==> src/rtl/cpu_types_pkg.sv <==
// cpu_types_pkg: shared CPU datapath types plus register-file defaults.
package cpu_types_pkg;
  typedef logic [31:0] word_t;
  typedef logic [4:0] regbits_t;
  localparam int RF_NREGS = 32;
  localparam int RF_WIDTH = 32;
  localparam int RF_NREAD = 2;
  localparam int RF_NWRITE = 2;
  localparam int RF_ZERO_REG = 1;
  typedef logic [RF_NREGS-1:0] busy_t;
endpackage

==> src/rtl/rf_scoreboard.sv <==
// rf_scoreboard: per-register busy bits; issue sets, writeback clears, issue wins.
module rf_scoreboard import cpu_types_pkg::*; #(
  parameter int NREGS = RF_NREGS,
  parameter int NWRITE = RF_NWRITE,
  parameter int ZERO_REG = RF_ZERO_REG,
  localparam int AW = $clog2(NREGS)
) (
  input  logic                 CLK,
  input  logic                 RST,
  input  logic [NWRITE-1:0]    wen,
  input  logic [NWRITE*AW-1:0] wsel,
  input  logic                 issue_en,
  input  logic [AW-1:0]        issue_sel,
  output logic                 issue_waw,
  output logic [NREGS-1:0]     busy_vec
);
  logic [NREGS-1:0] clr, set, busy_nxt;
  always_comb begin
    clr = '0;
    set = '0;
    for (int k = 0; k < NWRITE; k++)
      if (wen[k]) clr[wsel[k*AW +: AW]] = 1'b1;
    if (issue_en && !(ZERO_REG != 0 && issue_sel == '0)) set[issue_sel] = 1'b1;
    busy_nxt = set | (busy_vec & ~clr);
  end
  always_ff @(posedge CLK or posedge RST)
    if (RST) busy_vec <= '0;
    else busy_vec <= busy_nxt;
  assign issue_waw = issue_en && busy_vec[issue_sel];
endmodule

==> src/rtl/register_file_mp.sv <==
// register_file_mp: NREAD-read / NWRITE-write register file with busy scoreboard.
// Define RF_BYPASS_EN to forward same-cycle write data and busy clears to the read ports.
module register_file_mp import cpu_types_pkg::*; #(
  parameter int NREGS = RF_NREGS,
  parameter int WIDTH = RF_WIDTH,
  parameter int NREAD = RF_NREAD,
  parameter int NWRITE = RF_NWRITE,
  parameter int ZERO_REG = RF_ZERO_REG,
  localparam int AW = $clog2(NREGS)
) (
  input  logic                    CLK,
  input  logic                    RST,
  input  logic [NWRITE-1:0]       wen,
  input  logic [NWRITE*AW-1:0]    wsel,
  input  logic [NWRITE*WIDTH-1:0] wdat,
  input  logic [NREAD*AW-1:0]     rsel,
  output logic [NREAD*WIDTH-1:0]  rdat,
  output logic [NREAD-1:0]        rbusy,
  input  logic                    issue_en,
  input  logic [AW-1:0]           issue_sel,
  output logic                    issue_waw,
  output logic [NREGS-1:0]        busy_vec
);
  logic [WIDTH-1:0] regs [NREGS];
  logic [AW-1:0] s;
  rf_scoreboard #(.NREGS(NREGS), .NWRITE(NWRITE), .ZERO_REG(ZERO_REG)) u_sb (
    .CLK(CLK), .RST(RST), .wen(wen), .wsel(wsel), .issue_en(issue_en),
    .issue_sel(issue_sel), .issue_waw(issue_waw), .busy_vec(busy_vec)
  );
  // Ascending port order makes the highest-index port win a same-address collision.
  always_ff @(posedge CLK or posedge RST)
    if (RST) for (int r = 0; r < NREGS; r++) regs[r] <= '0;
    else
      for (int k = 0; k < NWRITE; k++)
        if (wen[k] && !(ZERO_REG != 0 && wsel[k*AW +: AW] == '0))
          regs[wsel[k*AW +: AW]] <= wdat[k*WIDTH +: WIDTH];
  always_comb begin
    rdat = '0;
    rbusy = '0;
    s = '0;
    for (int i = 0; i < NREAD; i++) begin
      s = rsel[i*AW +: AW];
      rdat[i*WIDTH +: WIDTH] = (ZERO_REG != 0 && s == '0) ? '0 : regs[s];
      rbusy[i] = busy_vec[s];
`ifdef RF_BYPASS_EN
      for (int k = 0; k < NWRITE; k++)
        if (wen[k] && wsel[k*AW +: AW] == s && !(ZERO_REG != 0 && s == '0)) begin
          rdat[i*WIDTH +: WIDTH] = wdat[k*WIDTH +: WIDTH];
          rbusy[i] = issue_en && issue_sel == s && busy_vec[s];
        end
`endif
    end
  end
endmodule

==> config.mk <==
export PLATFORM = sky130hd
export DESIGN_NAME = register_file_mp
export DESIGN_NICKNAME = d
export VERILOG_FILES = /design/src/rtl/cpu_types_pkg.sv /design/src/rtl/rf_scoreboard.sv /design/src/rtl/register_file_mp.sv
export SDC_FILE = /design/constraint.sdc
export NUM_CORES = 2
export LEC_CHECK = 0
export ABC_AREA = 1
export CAP_MARGIN = 20
export CORE_MARGIN = 2
export CORE_UTILIZATION = 30
export DETAILED_ROUTE_END_ITERATION = 16
export HOLD_SLACK_MARGIN = 0.03
export PLACE_DENSITY = 0.5
export SLEW_MARGIN = 30
export SYNTH_ARGS = -nofsm -noshare
export SYNTH_HDL_FRONTEND = slang
export SYNTH_SLANG_ARGS = --single-unit
==> constraint.sdc <==
create_clock -name CLK -period 36.8 [get_ports CLK]
set_input_delay 3.68 -clock CLK [delete_from_list [all_inputs] [get_ports CLK]]
set_output_delay 3.68 -clock CLK [all_outputs]
set_load 0.05 [all_outputs]
==> flow_metrics.py <==
metrics = {
    "clock_network": {
        "tritoncts": "built",
        "cts_root_buf": "sky130_fd_sc_hd__clkbuf_16",
        "cts_max_level": 4,
        "path_clk_slew_ps": 50,
        "cts_inserted_buffers": 134,
        "ctsLongestPathBuffers": 3,
        "post_cts_resized": 0,
        "insertion_delay_ps": 810,
        "cts_setup_buffers": 0,
        "clock-sinks": 1056,
        "cts.hold.buffers_added": 0,
    },
    "worst_hold_path": {
        "worst_hold_path.endpoint": "regs[996]$_DFF_PP0_",
        "min-delay-start": "regs[996]$_DFF_PP0_",
        "worstHoldPathType": "reg -> reg",
        "hold-path-cell-count": 0,
    },
    "grt": {
        "first_global_vias": 75800,
        "grt_pass1_wl_um": 588000,
        "grt_max_degree": 179,
        "grt-ovfl-total": 0,
        "initial_antenna_violation_count": 42,
        "globalRouteTotalUtil_pct": 34.6,
    },
    "die": {
        "die_y_um": 485,
        "row_count": 176,
        "die_area_mm2": 0.235,
        "placeableCoreArea_mm2": 0.230,
        "initial_core_util_pct": 30.2,
        "die_w_um": 485,
        "ioPinCount": 193,
    },
    "drt": {
        "vias_per_cell": 6.17,
        "drt-total-wl_um": 421000,
        "detailedRoute.firstIterationViolations": 13700,
        "drt_drc_violations_left": 0,
        "antenna_violating_nets_post_route": 0,
        "detail_route.first_pass.iterations": 7,
        "via_count": 82800,
        "routed_wire_length_per_instance_um": 31.4,
    },
    "power_and_ir_drop": {
        "p_clk_share_pct": 32.1,
        "power_switching_w": 0.00157,
        "power_switching_share_pct": 37.4,
        "seq_power_share_pct": 40.9,
        "intPower_w": 0.00263,
        "power.density_mw_per_mm2": 54.3,
        "peakVddDrop_mv": 0.0599,
        "p_comb_share_pct": 27.0,
        "power.leakage_nw": 35.6,
    },
    "final_layout": {
        "nets": 10400,
        "layout_commonest_cell": "sky130_fd_sc_hd__nand2_1",
        "layout-area-overhead-vs-synth_pct": 11.6,
        "drive_gt1_share_pct": 5.38,
        "commonest_cells_after_routing_fill_and_taps_aside": "sky130_fd_sc_hd__nand2_1 (3376), sky130_fd_sc_hd__nand3_1 (1797), sky130_fd_sc_hd__nor2_1 (1190)",
        "fillers": 24800,
        "utilization_pct": 33.7,
        "final-instance-count-excl-fill": 13400,
    },
    "worst_setup_path": {
        "cpMostUsedCell": "sky130_fd_sc_hd__nand2_1",
        "path_class": "in -> out",
        "critPathLaunchType": "input port",
        "critical-path-slowest-cell": "sky130_fd_sc_hd__clkdlybuf4s50_1",
        "timing.critical_path.slowest_cell_delay_ps": 990,
        "worst_path_dominant_cell_family": "buffers and inverters",
        "crit_path_end_kind": "output pin",
        "crit-reg2reg-launch": "u_sb.busy_vec[0]$_DFF_PP0_",
        "data_arrival_time_of_the_worst_path_ps": 8780,
        "regToRegEndpoint": "u_sb.busy_vec[0]$_DFF_PP0_",
        "critical_path.n_buffers_inverters": 5,
        "crit_path_cell_trace": "buf_8 -> buf_4 -> buf_4 -> buf_4 -> nand2_1 -> nand3_1 -> nand3_1 -> nand2_1 -> nand2_1 -> nand2_1 -> nor2_1 -> nor2_1 -> clkdlybuf4s50_1",
        "reg2regPathDepth": 3,
        "timing.critical_path.required_ps": 33120,
        "critical_path_peak_fanout": 75,
        "rrSetupSlack_ps": 34770,
    },
    "sta": {
        "totalNegativeSetupSlack_ps": 0,
        "maxSlewViolCount": 0,
        "min_period_over_period_pct": 33.9,
        "tightest_hold_margin_ps": 400,
        "rsz0062_at_grt": "no",
        "finalSetupViolCount": 0,
        "worst_pin_slew_ps": 1170,
        "max-slew-margin-rel_pct": 22.3,
        "finalCriticalPeriod_ps": 12460,
        "fmaxAchievable_mhz": 80.3,
        "final_hold_viols": 0,
        "clock_skew_ps": 0,
    },
    "run_status": {
        "run_status": "finished, final reports clean",
    },
    "synthesis": {
        "ys_ff_latch": 1056,
        "syn-cell-area_mm2": 0.0694,
        "synthCells": 10800,
        "post_synth.cell_area_avg_um2": 6.40,
        "synth_fp_nets": 10900,
        "synth.yosys.warnings": 0,
        "synth.lib_cells_used.distinct": 29,
        "synth-seq-area-share_pct": 38.1,
    },
    "place": {
        "finalWeightedCongestion": 0.962,
        "post-dp-hpwl_um": 229000,
        "place.port_buffers": 192,
        "post-place-cells": 13200,
    },
    "flow_run": {
        "maxCapViolCount": 0,
    },
}
[flip-flops by register name, indices dropped and copies added, names as in the netlist]
name / flops
regs: 1024
u_sb.busy_vec: 32
[power groups by stage]
stage | Combinational [W] | Clock, W | Sequential (W)
4_1_cts | 0.00111 | 0.00135 | 0.00170
6_report | 0.00114 | 0.00135 | 0.00172
3_5_place_dp | 0.00111 | 0 | 0.00172
3_3_place_gp | 0.00108 | 0 | 0.00172
2_1_floorplan | 0.000780 | 0 | 0.00168
5_1_grt | 0.00126 | 0.00139 | 0.00175
[worst reg2reg max path: cells and delay by family (launching register included)]
family	cells	cell delay [ps]
compound gates	1	740
buf+inv	2	650
flops	1	570
[cell type report]
cell class                      count  area [um2]  share of cell area (%)
Sequential cell                  1056       26400                    34.2
Clock buffer                      190        3880                    5.02
Timing Repair Buffer              422        3850                    4.98
Multi-Input combinational cell   8391       37900                    49.0
Inverter                          274        1090                    1.41
Clock inverter                     40         350                   0.453
Tap cell                         3026        3790                    4.89
Antenna cell                       17        42.5                  0.0550
[through the flow]
stage,setup slack [ps],instance area [um2],power (W)
after floorplan,3400,69400,0.00246
after global placement,24540,72900,0.00280
after detailed placement,24590,73000,0.00283
after CTS,24600,77200,0.00416
after global routing,24360,77300,0.00440
final,24340,77400,0.00420
[synth_stat cells]
cell,n,area share (%)
sky130_fd_sc_hd__buf_1,151,0.82
sky130_fd_sc_hd__nor2_2,15,0.14
sky130_fd_sc_hd__inv_2,4,0.022
sky130_fd_sc_hd__o21ai_1,6,0.043
sky130_fd_sc_hd__o211ai_1,140,1.5
sky130_fd_sc_hd__a311oi_1,1,0.013
sky130_fd_sc_hd__nor2_4,1,0.016
sky130_fd_sc_hd__nand4_1,16,0.14
sky130_fd_sc_hd__dfrtp_1,1056,38
sky130_fd_sc_hd__nor3_2,1,0.014
sky130_fd_sc_hd__nor2_1,1200,6.5
sky130_fd_sc_hd__clkinv_1,14,0.076
sky130_fd_sc_hd__o21ai_0,681,4.9
sky130_fd_sc_hd__o41ai_1,1,0.013
sky130_fd_sc_hd__nand3_1,1800,13
sky130_fd_sc_hd__a21oi_1,433,3.1
sky130_fd_sc_hd__o22ai_1,206,1.9
sky130_fd_sc_hd__inv_1,256,1.4
sky130_fd_sc_hd__nand3_2,1,0.014
sky130_fd_sc_hd__a22oi_1,11,0.12
sky130_fd_sc_hd__buf_2,188,1.4
sky130_fd_sc_hd__nand2_1,3427,19
sky130_fd_sc_hd__o31ai_1,1,0.011
sky130_fd_sc_hd__buf_6,1,0.016
sky130_fd_sc_hd__clkbuf_1,772,4.2
sky130_fd_sc_hd__a32o_1,8,0.12
sky130_fd_sc_hd__a31oi_1,429,3.9
sky130_fd_sc_hd__nor3_1,10,0.072
sky130_fd_sc_hd__nand2_2,3,0.027
[how the worst max path moves through the flow]
stage,start,to,cells after the start
3_3_place_gp,rsel[0],rdat[18],13
2_1_floorplan,RST,regs[0]$_DFF_PP0_,1
4_1_cts,rsel[0],rdat[18],13
5_1_grt,rsel[0],rdat[18],13
3_5_place_dp,rsel[0],rdat[18],13
6_report,rsel[0],rdat[18],13
[routing by layer]
metal  part of all wire [%]  up-vias  global-route usage (%)
met5                  0.041        -                       0
met1                     37    39600                    43.0
met3                     12     1674                    9.09
li1                       -    34900                       -
met4                    9.4       24                    28.4
met2                     41     6654                    50.2
[kinds of logic (layout without fill, tap and decap cells)]
| kind of cell | after synthesis | after routing | synth area share (%) |
|---|---|---|---|
| DFF | 1056 | 1056 | 38.1 |
| AOI/OAI and AO/OA | 1917 | 1917 | 15.6 |
| and+or+nand+nor | 6474 | 6474 | 38.5 |
| other | 0 | 17 | 0 |
| buffers and inverters | 1386 | 926 | 7.85 |
Note: power is estimated with default switching activity, not from simulation.
